### src/rtl/bias_relu_requant_pkg.sv
// Shared types and constants for the bias / ReLU / requantization stage.
package bias_relu_requant_pkg;

  // Default stream geometry of the convolution stage this block follows.
  localparam int DEF_IN_WIDTH    = 24;
  localparam int DEF_BIAS_WIDTH  = 16;
  localparam int DEF_OUT_WIDTH   = 8;
  localparam int DEF_SHIFT       = 8;
  localparam int DEF_CHANNEL_NUM = 8;

  // Guard bits on top of the accumulator: one for the sign, one so that
  // accumulator + bias can never overflow.
  localparam int SUM_GUARD = 2;

  // Framing markers that travel alongside every beat.
  typedef struct packed {
    logic sop;
    logic eop;
    logic sof;
    logic eof;
  } marker_t;

  // Width of an index into a table of 'depth' entries (at least one bit).
  function automatic int idx_width(input int depth);
    return (depth > 1) ? $clog2(depth) : 1;
  endfunction

endpackage

### src/rtl/bias_relu_requant_rom.sv
// Small registered-read ROM holding one word per address.
// Contents arrive as a packed vector (word i at bits [i*DATA_WIDTH +: DATA_WIDTH]),
// generated from INI_FILE by the integration flow.
module bias_relu_requant_rom
  import bias_relu_requant_pkg::*;
#(
  parameter int DATA_WIDTH = 16,
  parameter int MEM_DEPTH  = 8,
  parameter     INI_FILE   = "bias_init.txt",
  parameter logic [MEM_DEPTH*DATA_WIDTH-1:0] INIT_VEC = '0
) (
  input  logic                             clk,
  input  logic [idx_width(MEM_DEPTH)-1:0]  addr_i,
  output logic [DATA_WIDTH-1:0]            data_o
);

  if (MEM_DEPTH < 1) begin : g_bad_depth
    $error("%s: MEM_DEPTH must be at least 1", INI_FILE);
  end

  logic [DATA_WIDTH-1:0] rd_d, rd_q;

  // Look up the addressed word.
  always_comb begin
    rd_d = INIT_VEC[int'(addr_i)*DATA_WIDTH +: DATA_WIDTH];
  end

  // Register the read data (one cycle latency).
  // NOTE: ROM/datapath storage has no reset; only control state needs a known value.
  always_ff @(posedge clk) begin
    rd_q <= rd_d;
  end

  assign data_o = rd_q;

endmodule

### src/rtl/bias_relu_requant.sv
// Per-channel bias add, ReLU, round / shift / saturate of a channel-serial
// accumulator stream. Fixed three-cycle latency; markers ride with their beat.
module bias_relu_requant
  import bias_relu_requant_pkg::*;
#(
  parameter int IN_WIDTH    = DEF_IN_WIDTH,
  parameter int BIAS_WIDTH  = DEF_BIAS_WIDTH,
  parameter int OUT_WIDTH   = DEF_OUT_WIDTH,
  parameter int SHIFT       = DEF_SHIFT,
  parameter int CHANNEL_NUM = DEF_CHANNEL_NUM,
  parameter     BIAS_FILE   = "bias_init.txt",
  parameter logic [CHANNEL_NUM*BIAS_WIDTH-1:0] BIAS_INIT = '0
) (
  input  logic                 clk,
  input  logic                 reset,
  input  logic                 valid_i,
  input  logic [IN_WIDTH-1:0]  data_i,
  input  logic                 sop_i,
  input  logic                 eop_i,
  input  logic                 sof_i,
  input  logic                 eof_i,
  output logic [OUT_WIDTH-1:0] data_o,
  output logic                 data_valid_o,
  output logic                 sop_o,
  output logic                 eop_o,
  output logic                 sof_o,
  output logic                 eof_o,
  output logic                 align_err_o
);

  localparam int SUM_WIDTH = IN_WIDTH + SUM_GUARD;
  localparam int CH_W      = idx_width(CHANNEL_NUM);
  localparam logic [CH_W-1:0]      CH_LAST    = CH_W'(CHANNEL_NUM - 1);
  localparam logic [OUT_WIDTH-1:0] OUT_MAX    = '1;
  localparam logic [SUM_WIDTH-1:0] ROUND_HALF = SUM_WIDTH'(1) << (SHIFT - 1);

  if (SHIFT < 1 || SHIFT > IN_WIDTH - 1) begin : g_bad_shift
    $error("bias_relu_requant: SHIFT=%0d outside 1..IN_WIDTH-1", SHIFT);
  end

  // Channel tracking and sticky alignment error.
  logic [CH_W-1:0] beat_ch, ch_d, ch_q;
  logic            align_err_d, align_err_q;

  // S0: captured input beat.
  logic                vld_s0_d, vld_s0_q;
  logic [IN_WIDTH-1:0] data_s0_d, data_s0_q;
  marker_t             mk_s0_d, mk_s0_q;
  logic [BIAS_WIDTH-1:0] bias_rd;

  // S1: biased sum (two's complement, MSB is the sign).
  logic                 vld_s1_d, vld_s1_q;
  logic [SUM_WIDTH-1:0] bias_ext, sum_s1_d, sum_s1_q;
  marker_t              mk_s1_d, mk_s1_q;

  // S2: requantized output.
  logic                 vld_o_d, vld_o_q;
  logic [SUM_WIDTH-1:0] rounded, shifted;
  logic [OUT_WIDTH-1:0] req, data_o_d, data_o_q;
  marker_t              mk_o_d, mk_o_q;

  bias_relu_requant_rom #(
    .DATA_WIDTH (BIAS_WIDTH),
    .MEM_DEPTH  (CHANNEL_NUM),
    .INI_FILE   (BIAS_FILE),
    .INIT_VEC   (BIAS_INIT)
  ) u_bias_rom (
    .clk    (clk),
    .addr_i (beat_ch),
    .data_o (bias_rd)
  );

  // Input stage: resolve the beat channel, advance the counter, flag misalignment.
  // NOTE: every always_comb output gets a default first so no latch can be inferred.
  always_comb begin
    beat_ch     = (valid_i && sop_i) ? '0 : ch_q;
    ch_d        = ch_q;
    align_err_d = align_err_q;
    if (valid_i) begin
      ch_d = (beat_ch == CH_LAST) ? '0 : beat_ch + 1'b1;
      if (eop_i && (beat_ch != CH_LAST)) align_err_d = 1'b1;
      if (sop_i && (ch_q != '0))         align_err_d = 1'b1;
    end
    vld_s0_d  = valid_i;
    data_s0_d = data_i;
    mk_s0_d   = '0;
    if (valid_i) begin
      mk_s0_d.sop = sop_i;
      mk_s0_d.eop = eop_i;
      mk_s0_d.sof = sof_i;
      mk_s0_d.eof = eof_i;
    end
  end

  // Bias stage: zero-extended accumulator plus sign-extended bias.
  always_comb begin
    bias_ext = {{(SUM_WIDTH-BIAS_WIDTH){bias_rd[BIAS_WIDTH-1]}}, bias_rd};
    sum_s1_d = {{SUM_GUARD{1'b0}}, data_s0_q} + bias_ext;
    vld_s1_d = vld_s0_q;
    mk_s1_d  = mk_s0_q;
  end

  // Requant stage: ReLU, round-half-up shift, saturate; data holds between beats.
  always_comb begin
    rounded = sum_s1_q + ROUND_HALF;
    shifted = rounded >> SHIFT;
    if (sum_s1_q[SUM_WIDTH-1] || (sum_s1_q == '0)) begin
      req = '0;
    end else if (shifted > SUM_WIDTH'(OUT_MAX)) begin
      req = OUT_MAX;
    end else begin
      req = shifted[OUT_WIDTH-1:0];
    end
    data_o_d = vld_s1_q ? req : data_o_q;
    vld_o_d  = vld_s1_q;
    mk_o_d   = mk_s1_q;
  end

  // Control state and outputs; reset drops every in-flight beat.
  // NOTE: sequential state uses non-blocking assignments so all flops update together.
  always_ff @(posedge clk) begin
    if (reset) begin
      ch_q        <= '0;
      align_err_q <= 1'b0;
      vld_s0_q    <= 1'b0;
      mk_s0_q     <= '0;
      vld_s1_q    <= 1'b0;
      mk_s1_q     <= '0;
      vld_o_q     <= 1'b0;
      mk_o_q      <= '0;
      data_o_q    <= '0;
    end else begin
      ch_q        <= ch_d;
      align_err_q <= align_err_d;
      vld_s0_q    <= vld_s0_d;
      mk_s0_q     <= mk_s0_d;
      vld_s1_q    <= vld_s1_d;
      mk_s1_q     <= mk_s1_d;
      vld_o_q     <= vld_o_d;
      mk_o_q      <= mk_o_d;
      data_o_q    <= data_o_d;
    end
  end

  // Datapath registers; their contents only matter when the matching valid is set.
  always_ff @(posedge clk) begin
    data_s0_q <= data_s0_d;
    sum_s1_q  <= sum_s1_d;
  end

  assign data_o       = data_o_q;
  assign data_valid_o = vld_o_q;
  assign sop_o        = mk_o_q.sop;
  assign eop_o        = mk_o_q.eop;
  assign sof_o        = mk_o_q.sof;
  assign eof_o        = mk_o_q.eof;
  assign align_err_o  = align_err_q;

endmodule
### config.mk
export PLATFORM = sky130hd
export DESIGN_NAME = bias_relu_requant
export DESIGN_NICKNAME = d
export VERILOG_FILES = /design/src/rtl/bias_relu_requant_pkg.sv /design/src/rtl/bias_relu_requant_rom.sv /design/src/rtl/bias_relu_requant.sv
export SDC_FILE = /design/constraint.sdc
export NUM_CORES = 1
export LEC_CHECK = 0
export CORE_UTILIZATION = 53
export CTS_CLUSTER_DIAMETER = 80
export CTS_CLUSTER_SIZE = 30
export DETAILED_ROUTE_END_ITERATION = 7
export PLACE_DENSITY = 0.78
export SLEW_MARGIN = 40
export SYNTH_ARGS = -nofsm -noshare
export SYNTH_HDL_FRONTEND = slang
export SYNTH_SLANG_ARGS = --single-unit
### constraint.sdc
create_clock -name clk -period 4.5 [get_ports clk]
set_input_delay 0.45 -clock clk [delete_from_list [all_inputs] [get_ports clk]]
set_output_delay 0.45 -clock clk [all_outputs]
set_load 0.01 [all_outputs]
Yosys cells after proc, flatten, opt, wreduce, memory -nomap -nowiden. Index checks and enable logic that the tools add are counted.

Reduce and logical (&&, ||, !) cells: 9. Bitwise logic cells: 1. Add/sub/neg operators: 3. Magnitude comparators: 1. Muxes and demuxes: 6. Shifts and indexed selects: 1. Equal/unequal tests: 2.

Operator list (number): 128-bit by 8-bit indexed part select with 16-bit output, first input constant (1); 25-bit by 16-bit adder with 26-bit output (1); 26-bit by 8-bit adder with 26-bit output, second input constant (1); 26-bit zero test (1); 18-bit by 8-bit > comparator with 1-bit output, second input constant (1); 8-bit 2-to-1 mux (2); 3-bit 2-to-1 mux (2); 3-bit by 1-bit adder with 3-bit output, second input constant (1); 3-bit equality test, second input constant (1); 1-bit logical AND (3); 3-bit != test, second input constant (1); 3-bit nonzero test (1); 1-bit 2-to-1 mux (2); 2-bit AND reduction (1); 2-bit nonzero test (1); 2-bit OR reduction (1); 1-bit logical OR (1); 1-bit NOT (1).

Logic and storage cells: 44. Output and inout bits: 14. Bits of input ports: 31. Bits in registers: 93.

Logic depth before layout (Yosys ltp). Gate-level depths: netlist of the first run.

Depth after elaboration: 6. Mapped depth: 8. Gate-level depth less buffers: 7.

Hierarchy. Synthesis of the first run repeated with hierarchy kept, for this count alone.

Cell total of the unflattened synthesis: 398. Area total of the unflattened synthesis: 3753.6 µm².

By module, submodules not included: bias_relu_requant (times used 1, area an instance 3629.7 µm², cells each 381, seq. area each 1541.5 µm²); bias_relu_requant_rom (times used 1, area an instance 123.9 µm², cells each 17, seq. area each 0.0 µm²).

Worst setup path after synthesis of the first run. OpenSTA, ideal clock, no wires.

Kind: reg-to-reg. From: reg sum_s1_q[8]. To: reg data_o_q[6] (netlist: data_o[6]). Data arrival time: 1.750 ns. Stages on the path, launching flop included: 8. Library setup time: 0.140 ns. Path buffers: 1. Setup slack: 2.610 ns. Period minus slack after synthesis: 1.890 ns. Required time: 4.360 ns. Cells stage by stage: dfxtp_1 -> ha_1 -> nand4_1 -> or3_1 -> a222oi_1 -> and4_1 -> buf_6 -> a41oi_1.

Longest elaborated chain between the ends: 4. Elaborated cells between the ends (all ways): 6. Classes of those cells: add/sub (1); order compare (1); mux (2); reduce/logical (2).

Ends and longest elaborated chain: start, declared (RTL line bias_relu_requant.sv:53) `logic [SUM_WIDTH-1:0] bias_ext, sum_s1_d, sum_s1_q;`; start signal, assigned (RTL line bias_relu_requant.sv:148) `sum_s1_q <= sum_s1_d;`; 26-bit by 8-bit adder with 26-bit output (RTL line bias_relu_requant.sv:105) `rounded = sum_s1_q + ROUND_HALF;`; 18-bit by 8-bit > comparator with 1-bit output (RTL line bias_relu_requant.sv:109) `end else if (shifted > SUM_WIDTH'(OUT_MAX)) begin`; 8-bit 2-to-1 mux (RTL line bias_relu_requant.sv:109); 8-bit 2-to-1 mux * (RTL line bias_relu_requant.sv:107) `if (sum_s1_q[SUM_WIDTH-1] || (sum_s1_q == '0)) begin`; end signal, assigned (RTL line bias_relu_requant.sv:141) `data_o_q <= data_o_d;`; end, declared (RTL line bias_relu_requant.sv:59) `logic [OUT_WIDTH-1:0] req, data_o_d, data_o_q;`.

Every way passes the cells marked *; elsewhere a longest branch is shown, timed or not. A chain may end at the register's enable or synchronous reset.

Worst setup path after layout of the first run.
From: reg sum_s1_q[7]. To: reg data_o_q[2] (netlist: data_o[2]).

The elaborated chain is that of the path after synthesis.

==> results of run 1 <==
-- routing by layer --
metal  vias up  share of wire (%)
li1        799                  -
met3         7                6.2
met4         0                1.9
met2        65                 46
met1       686                 45
met5         -                  0
-- cell usage in the layout (no fill, tap or decap), types with 2 or more instances in the layout --
cell and instances:
xor2_1 5, inv_1 3, and4_1 3, nor4_1 10
nor3_1 2, a21oi_1 2, nor2b_1 10, nand3_1 7
clkinv_2 2, a31oi_1 2, dfxtp_1 75, ha_1 3
a41oi_1 7, xnor2_1 4, clkbuf_8 11, a21o_1 7
clkdlybuf4s50_1 43, nand4_1 7, mux2i_1 2, nand2_1 14
nor2_1 8, and2_1 6
-- final cells by class --
| type | count | area [um^2] |
|---|---|---|
| clock buffer | 11 | 151 |
| clock inverter | 4 | 26.3 |
| fill | 310 | 1140 |
| inverter | 4 | 15.0 |
| multi-input combinational | 112 | 756 |
| sequential | 75 | 1500 |
| tap | 50 | 62.6 |
| timing repair buffer | 44 | 435 |
-- state kept, by name (all words and copies together) (netlist names) --
signal and count:
ch_q 3, sof_o 1, data_o 8, mk_o_d 4, align_err_o 1, vld_s0_q 1, sum_s1_q 24, sop_o 1
mk_s0_q 4, eop_o 1, data_s0_q 24, vld_o_d 1, eof_o 1, data_valid_o 1
-- power breakdown --
group | internal (mW) | switching (mW) | total (mW)
Sequential | 0.697 | 0.0207 | 0.717
Combinational | 0.0484 | 0.0298 | 0.0782
Clock | 0.226 | 0.222 | 0.448
-- synthesized netlist by cell type --
master / instances
nand2_1: 14
nand4_4: 1
a21boi_0: 1
a211o_1: 1
nand4bb_1: 1
inv_1: 3
nor2b_1: 10
a21oi_1: 2
nor3_1: 2
xnor2_1: 4
clkbuf_1: 3
buf_6: 1
a311oi_2: 1
clkinv_1: 1
clkbuf_2: 1
nand3_1: 7
a21o_1: 7
a222oi_1: 1
a31oi_1: 2
nor4_1: 10
ha_1: 3
and2_1: 6
buf_2: 1
and3_1: 1
nand4_1: 7
and4_2: 1
o21ai_0: 1
xor2_1: 5
mux2i_1: 2
o211ai_1: 1
o311ai_0: 1
a41oi_1: 7
and4_1: 3
or3_1: 1
o21ai_1: 1
nor2_1: 8
dfxtp_1: 75
-- critical path, cell delays in order, from the launching register on --
cell and delay [ns]:
dfxtp_1 0.39, ha_1 0.24, nand4_1 0.19, or3_1 0.43, a222oi_1 0.20, and4_1 0.43
a41oi_1 0.16
-- per-stage QoR --
step	power [mW]	cells	util, %	hold slack (ns)	instance area, um^2
2_1_floorplan	0.764	197	-	0.310	2300
3_3_place_gp	0.808	285	67.9	0.311	2780
3_5_place_dp	0.811	285	67.9	0.312	2780
4_1_cts	1.26	300	72.3	0.328	2950
5_1_grt	1.29	300	72.1	0.334	2950
6_report	1.24	300	72.1	0.326	2950
-- cell families after synthesis --
family | synth area share (%)
adder cells (fa/ha/maj) | 1.63
AO/OA/AOI/OAI | 8.85
XOR/XNOR | 3.42
AND/OR/NAND/NOR | 18.0
buffers and inverters | 2.06
multiplexers | 0.869
flip-flops | 65.1
-- worst paths after layout --
| check | depth (start not counted) | endpoint | start | slack (ns) |
|---|---|---|---|---|
| hold / removal | 0 | sum_s1_q[11] | data_s0_q[11] | 0.33 |
| hold reg to reg | 0 | sum_s1_q[11] | data_s0_q[11] | 0.33 |
| setup reg to reg | 6 | data_o[2] | sum_s1_q[7] | 2.33 |
| setup / recovery | 6 | data_o[2] | sum_s1_q[7] | 2.33 |
==> impl_results.md, run 1 <==
- Status: complete, no violations
- Syn_nets: 231
- Most Used Layer, Global Route: met2
- Max H-tree Level: 3
- CTS clk-pin slew, worst paths: around 0.070 ns
- Fmax: about 0.46 GHz
- Post-synth cell types: 37
- CTS tree: yes
- RSZ-0062 raised after global routing: false
- Worst setup SP type: flop
- GR Util met3: under 10%
- DR DRC count: 0
- Register area share after synthesis: between 60% and 70%
- Critical path peak fanout: 8
- Worst-Margin Slew: a little over 0.6 ns
- Routed vias: between 1500 and 2000
- Site Rows: 23
- CTS resizes: 0
- Final wirelength: about 3600 um
- Worst endpoint data arrival time: 2.36 ns
- DP Worst Slack: approximately 2.2 ns
- GRT Residual Overflow: 0
- Setup Buffers After CTS: 0
- Final Hold Viols: 0
- N_diodes: 0
- Cell Pwr Density: 422 mW/mm^2
- Effective utilization at floorplan: a little under three fifths
- GR Util All Layers: ~18%
- First-pass GRT wire length: just over 6000 um
- Relative slew slack: between 50% and 60%
- Die area: 0.00462 mm^2
- Number of synthesized register bits: 75
- P_leak: 1.12 nW
- WS Path Type: reg2reg
- Setup-failing EPs final: 0
- Hold Crit Class: reg2reg
- Initial antenna violation count: 0
- Area fraction of the dominant cell type after synthesis: about 65%
- Layout Area Growth over Synthesis: 27.9%
- Synthesized cell area: about 0.0023 mm^2
- Total CTS buffers: 9
- Tmin final: between 2 and 2.5 ns
- Vias in the first global route: about 1400
- Share of cells above drive strength 1: 7.60%
- Die width: 67.9 um
- Via density: around 5.2
- Pre-Repair DR Iteration Count: 4
- Pin count of the biggest net entering global routing: 25
- CTS Root Cell: clkbuf_8
- Core ar.: 0.00409 mm^2
- GR Util met1: 22.7%
- IO Pins: 45
- Clk_lat worst skew: between 0.3 and 0.4 ns
- Avg Cell Area, Syn: roughly 12 um^2
- Post-synthesis cell count: 197
- Critical Path RT: roughly 4.7 ns
- DPL Wire Length: ~2500 um
- Maxcap violations: 0
- Final period util: 48.2%
- Gpl congestion: about 0.85
- CP endpoint kind: flop
- Iter 0 DRT Violations: 68
- Sink Count: 75
- Final worst slack: 2.33 ns
- Synth area leaders: dfxtp_1 65%, nor2b_1 2.7%, nor4_1 2.7%
- Final ANT Viol Nets: 0
- Hold Buf Count CTS: 0
- Met2 GRT Util: about 28%
- Layout Nets: 280
- Max VDD drop: 0.000358 V
- Ys Warns: 0
- Skew final: about 0.0054 ns
- Number of port buffers: 44
- Clk buf depth: 2
- Drt wl/cell: roughly 12 um
- Post-synth top area cell: dfxtp_1
- Setup TNS Final: 0 ns
- Chip Height: approximately 68 um
- Max-slew violation count: 0
No activity file was read; power rests on OpenSTA's default activity.
==> inputs of run 2 (changes only) <==
--- a/config.mk
+++ b/config.mk
@@ -5,11 +5,11 @@
 export SDC_FILE = /design/constraint.sdc
 export NUM_CORES = 1
 export LEC_CHECK = 0
-export CORE_UTILIZATION = 53
+export CORE_UTILIZATION = 45
 export CTS_CLUSTER_DIAMETER = 80
 export CTS_CLUSTER_SIZE = 30
 export DETAILED_ROUTE_END_ITERATION = 7
-export PLACE_DENSITY = 0.78
+export PLACE_DENSITY = 0.71
 export SLEW_MARGIN = 40
 export SYNTH_ARGS = -nofsm -noshare
 export SYNTH_HDL_FRONTEND = slang
==> constraint.sdc (replaced) <==
create_clock -name clk -period 1.89 [get_ports clk]
set_input_delay 0.189 -clock clk [delete_from_list [all_inputs] [get_ports clk]]
set_output_delay 0.189 -clock clk [all_outputs]
set_load 0.01 [all_outputs]
==> run 2 against run 1 <==
Effect of this change: sequential cell count is the same; sequential share of layout area shrank 2.9 points; die area grew 17%; critical path depth is the same; utilization shrank 6.9 points; via count grew 6.1%; wire length grew 4.4%; combinational power grew to 2.8 times the previous value; register-to-register slack lost 2.3 ns; hold slack lost 0.033 ns; clock skew grew 0.0022 ns; final cell count grew 11%; critical endpoint is now data_o[6].
==> impl_results.md, run 2 (same netlist as run 1, synthesis figures left out) <==
- Status: complete, no violations
- Final ANT Viol Nets: 0
- Via density: between 4 and 5
- P_leak: between 1 and 1.5 nW
- DR DRC count: 0
- Most common cell after layout, fill and taps aside: dfxtp_1
- Layout Area Growth over Synthesis: 36.3%
- Clk buf depth: 2
- CP endpoint kind: flop
- Initial antenna violation count: 0
- GRT Residual Overflow: 0
- Site Rows: 25
- DP Worst Slack: -0.0782 ns
- Tmin final: around 1.8 ns
- Final Hold Viols: 0
- Critical Path RT: ~2.1 ns
- Setup-failing EPs final: 0
- Die width: about 74 um
- CTS clk-pin slew, worst paths: ~0.070 ns
- Placed cell area: 0.00290 mm^2
- Drt wl/cell: 11.5 um
- Psw: around 660 uW
- Hold Crit Class: in2reg
- CTS tree: yes
- Vias in the first global route: roughly 1400
- Number of port buffers: 44
- Skew final: 0.00759 ns
- Final non-filler cell total: 332
- Die area: about 0.0054 mm^2
- Placed cells: approximately 320
- Reg2reg path depth: 6
- Core ar.: 0.00482 mm^2
- Worst-Margin Slew: about 0.61 ns
- WS Path Type: reg2reg
- Final worst slack: around 0.04 ns
- Total CTS buffers: 9
- First-pass GRT wire length: about 6500 um
- GR Util All Layers: between 15 and 20%
- Hold path cells: 1
- FF-to-FF End: data_o[6]
- Effective utilization at floorplan: roughly 48%
- Combinational power share: between 7 and 8%
- Reg2reg setup slack: about 0.040 ns
- Chip Height: roughly 74 um
- CTS Root Cell: clkbuf_8
- IO Pins: 45
- Layout Nets: 294
- Most frequent cells in the layout: 70 x dfxtp_1, 44 x clkdlybuf4s50_1, 14 x nand2_1
- Worst endpoint data arrival time: ~2.0 ns
- Design area: between 0.003 and 0.004 mm^2
- Fmax: ~0.54 GHz
- Max H-tree Level: 3
- Worst setup SP type: flop
- Max-slew violation count: 0
- Share of cells above drive strength 1: between 15 and 20%
- Relative slew slack: 59.4%
- Net Sw Frac: between 20% and 30%
- Clock share of power: between 30 and 40%
- Cell Pwr Density: 974 mW/mm^2
- Critical path peak fanout: 8
- Pre-Repair DR Iteration Count: 5
- Routed vias: roughly 1700
- Clk_lat worst skew: between 0.3 and 0.4 ns
- RSZ-0062 raised after global routing: true
- Hold Path End: data_s0_q[11]
- Hold Buf Count CTS: 0
- Sink Count: 75
- Pin count of the biggest net entering global routing: 17
- Final wirelength: 3810 um
- N_diodes: 0
- Maxcap violations: 0
- Iter 0 DRT Violations: 63
- Hold Startpoint: data_i[11]
- Worst R2R Start: sum_s1_q[13]
- Core Util, Final: between 60 and 70%
- Max VDD drop: about 0.00066 V
- Final period util: a little over nine tenths
- Internal power: 2.40 mW
- DPL Wire Length: between 2000 and 3000 um
- Gpl congestion: ~0.81
- Share of power burned in registers: ~56%
## run 2: cell count changes in the layout (fill, tap and decap cells not counted), sizes merged
| cell | before | now |
|---|---|---|
| clkinv | 4 | 5 |
| bufinv | 0 | 1 |
| clkinvlp | 1 | 0 |
| buf | 1 | 14 |
| clkdlybuf4s50 | 43 | 44 |
## run 2: power groups by stage
stage | clock network, mW | registers (mW) | logic [mW]
2_1_floorplan | 0 | 1.73 | 0.0852
3_3_place_gp | 0 | 1.74 | 0.208
3_5_place_dp | 0 | 1.74 | 0.210
4_1_cts | 1.17 | 1.70 | 0.212
5_1_grt | 1.25 | 1.71 | 0.242
6_report | 1.14 | 1.70 | 0.220
## run 2: per-layer routing
layer	vias to the layer above	share of wire, %	track usage, %
met3	9	7.4	5.35
met4	0	2.4	12.8
met5	-	0	0
li1	831	-	-
met2	65	44	23.5
met1	747	46	21.1
## run 2: timing repair
action | CTS | global route
buffers inserted | 0 | 1
resized for setup | 2 | 10
gates cloned | 0 | 0
pin swaps | 1 | 5
endpoints found under the setup margin | 8 | 8
## run 2: final cells by class
class | instances | area [um^2]
Clock buffer | 11 | 131
Clock inverter | 5 | 53.8
Fill cell | 404 | 1680
Inverter | 4 | 15.0
Multi-Input combinational cell | 112 | 798
Sequential cell | 75 | 1510
Tap cell | 67 | 83.8
Timing Repair Buffer | 58 | 549
## run 2: how the worst max path moves through the flow
stage            startpoint        end  slack [ns]  depth (start not counted)
5_1_grt         sum_s1_q[8]  data_o[2]       -0.07                          7
2_1_floorplan   sum_s1_q[8]  data_o[6]       0.007                          7
6_report       sum_s1_q[13]  data_o[6]        0.04                          6
3_3_place_gp    sum_s1_q[7]  data_o[6]       -0.04                          7
3_5_place_dp    sum_s1_q[7]  data_o[6]       -0.08                          7
4_1_cts         sum_s1_q[7]  data_o[6]        0.02                          7
## run 2: per-stage QoR
| stage | TNS [ns] | power [mW] | hold slack, ns |
|---|---|---|---|
| 6_report | 0 | 3.06 | 0.293 |
| 5_1_grt | -0.560 | 3.21 | 0.276 |
| 4_1_cts | 0 | 3.09 | 0.274 |
| 3_5_place_dp | -0.558 | 1.95 | 0.312 |
| 3_3_place_gp | -0.284 | 1.94 | 0.311 |
| 2_1_floorplan | 0 | 1.82 | 0.217 |
## run 2: critical path, cell delays in order (launching register included)
cell and delay (ns):
dfxtp_1 0.43, nand4_4 0.15, or3_1 0.38, a222oi_1 0.24, and4_1 0.24, buf_6 0.14, a41oi_1 0.11
==> RTL edit: new RTL, config.mk and constraints of run 2 <==
Reset style: asynchronous (`reset`), changed in one clocked block.
--- a/src/rtl/bias_relu_requant.sv
+++ b/src/rtl/bias_relu_requant.sv
@@ -118,7 +118,7 @@
 
   // Control state and outputs; reset drops every in-flight beat.
   // NOTE: sequential state uses non-blocking assignments so all flops update together.
-  always_ff @(posedge clk) begin
+  always_ff @(posedge clk or posedge reset) begin
     if (reset) begin
       ch_q        <= '0;
       align_err_q <= 1'b0;
Behaviour: differs if reset is asserted again (counterexample within 4 cycles, from zero or initial values and one cycle with reset high); with reset held inactive, the same outputs for 10 cycles.
==> RTL edit against run 2 <==
  * Sequential power is 4% higher
  * Area after synthesis increased by 1.7%
  * Wire length decreased by 0.55%
  * Sequential cell count is the same
  * Setup slack improved by 0.085 ns
  * Total power increased by 7.8%
  * Final area about the same
  * Critical path type unchanged
==> RTL edit: results (changes against run 2) <==
share of layout cells above drive strength 1: 0.154 (was 0.155)
DR vias/cell: 4.84 (was 4.98)
mux share of post-synthesis cell area: 0.0139 (was 0.00869)
Initial DRT Pass Iterations: 4 (was 5)
leakage power: 1.28 nW (was 1.20 nW)
Seq/Total Area, Yosys: 0.698 (was 0.651)
Main synth FF type: dfxtp_1 (unchanged)
CP Max Fanout: 8 (unchanged)
diode count: 0 (unchanged)
Num CTS Buffers: 9 (unchanged)
NumNets Final: 275 (was 294)
Post-Place Worst Slack: 0.0564 ns (was -0.0782 ns)
dominant cells by area after synthesis: dfxtp_1 41%, dfrtp_1 29%, a31oi_1 2.7%, nor2_1 2.6%, nor2b_1 2.1% (was dfxtp_1 65%, nor2b_1 2.7%, nor4_1 2.7%, a41oi_1 2.7%, a21o_1 2.3%)
most frequent cells after synthesis: 48 x dfxtp_1, 27 x dfrtp_1, 16 x nor2_1 (was 75 x dfxtp_1, 14 x nand2_1, 10 x nor2b_1, 10 x nor4_1, 8 x nor2_1)
Port-buffer cells: 44 (unchanged)
Hold Path Class: input port to asynchronous set/reset pin (was input port to flop)
Slew @ Worst Pin: 0.344 ns (was 0.607 ns)
M2 GR Usage: 0.238 (was 0.235)
Reg power frac: 0.534 (was 0.557)
RePlAce Congestion: 0.874 (was 0.808)
All-Layer GR Usage: 0.163 (was 0.167)
CTS Root Cell: clkbuf_8 (unchanged)
Post-synth ARST share: 0.360 (was 0)
Cell Int Power: 2.59 mW (was 2.40 mW)
xor/xnor share of the synthesized area: 0.0224 (was 0.0342)
Synth Net Count: 218 (was 231)
vias in the first global route: 1,416 (was 1,414)
Max VDD drop: 0.529 mV (was 0.663 mV)
clk slew on worst S/H paths: 0.08 ns
first-pass GRT wire length: 6370 um (was 6480 um)
Post-CTS Setup Inserts: 0 (unchanged)
status: finished clean (unchanged)
insertion delay to the later sink of the worst-skew pair: 0.34 ns
synthesized-area fraction occupied by adder cells: 0.0160 (was 0.0163)
routed wire length: 3790 um (was 3810 um)
M3 GR Usage: 0.0650 (was 0.0535)
DRT iter0 DRCs: 39 (was 63)
Resized Gates After CTS: 0 (was 2)
post-synthesis compound-gate area fraction: 0.0486 (was 0.0885)
DP Wirelength: 2650 um (was 2660 um)
largest net degree at the start of global routing: 28 (was 17)
maxcap violations: 0 (unchanged)
initial antenna violation count: 0 (unchanged)
Setup Skew: 0.0105 ns (was 0.00759 ns)
Max clock buf depth: 2 (unchanged)
Filler cells: 399 (was 404)
H-tree Lvls: 3 (unchanged)
Netlist cell types: 35 (was 37)
Yosys warnings: 0 (unchanged)
GR Util met1: 0.201 (was 0.211)
## RTL edit: changes by cell type after synthesis, sizes merged, moves of 3 or more
| cell | run 2 | this run |
|---|---|---|
| dfrtp | 0 | 27 |
| dfxtp | 75 | 48 |
| a31oi | 2 | 10 |
| nor2 | 8 | 16 |
| a21o | 7 | 0 |
| a41oi | 7 | 0 |
| nand2 | 14 | 7 |
| nor3 | 2 | 9 |
| nand3 | 7 | 3 |
| xor2 | 5 | 1 |
| clkbuf | 4 | 1 |
| nor4 | 10 | 7 |
## RTL edit: final cells by class
class | instances | area (um2) | area share
inverter | 5 | 18.8 | 0.00598
clock buffer | 13 | 170 | 0.0542
tap | 67 | 83.8 | 0.0267
clock inverter | 3 | 43.8 | 0.0139
timing repair buffer | 51 | 497 | 0.158
sequential | 75 | 1640 | 0.523
multi-input combinational | 99 | 684 | 0.218
## RTL edit: path summary, 6_finish.rpt
kind,cells after the start,to,start,slack [ns]
max reg2reg,5,data_o[6]$_DFFE_PP0P_,sum_s1_q[10]$_DFF_P_,0.12
max in group asynchronous,3,data_o[0]$_DFFE_PP0P_,reset,1.44
min,3,data_o[5]$_DFFE_PP0P_,reset,0.20
max,5,data_o[6]$_DFFE_PP0P_,sum_s1_q[10]$_DFF_P_,0.12
min reg2reg,0,sum_s1_q[22]$_DFF_P_,data_s0_q[22]$_DFF_P_,0.32
min in group clk,1,data_s0_q[5]$_DFF_P_,data_i[5],0.29
## RTL edit: routing by layer
layer	vias up	wire, um
met5	-	0
met1	699	1670
met3	6	231
met4	0	57
li1	756	-
met2	55	1830
## RTL edit: logic make-up (layout without fill, tap and decap cells)
kind of cell | Yosys count | in the layout
DFF | 75 | 75
and+or+nand+nor | 70 | 70
AOI/OAI and AO/OA | 17 | 17
buffers and inverters | 10 | 72
xor gates and xnor gates | 6 | 6
adders and majority gates | 3 | 3
muxes | 3 | 3
## RTL edit: worst max-delay path: stages, from the launching register on
cell and delay, ns:
dfxtp_1 0.42, and4_2 0.33, nand2_4 0.07, or4_4 0.47
nand4_2 0.22, a31oi_1 0.13
## RTL edit: power by group through the flow
stage          Combinational, mW  Sequential, mW  Clock [mW]
3_3_place_gp               0.262            1.79           0
6_report                   0.272            1.76        1.27
3_5_place_dp               0.270            1.79           0
2_1_floorplan              0.136            1.78           0
5_1_grt                    0.301            1.77        1.38
4_1_cts                    0.270            1.76        1.31
## RTL edit: stage by stage
step / cell area, um2 / hold WS (ns) / utilization / cells
after CTS: 3100 / 0.194 / 0.636 / 313
after global placement: 2890 / 0.312 / 0.592 / 297
after global routing: 3140 / 0.231 / 0.643 / 313
final: 3140 / 0.197 / 0.643 / 313
after floorplan: 2340 / 0.217 / - / 184
after detailed placement: 2890 / 0.312 / 0.592 / 297
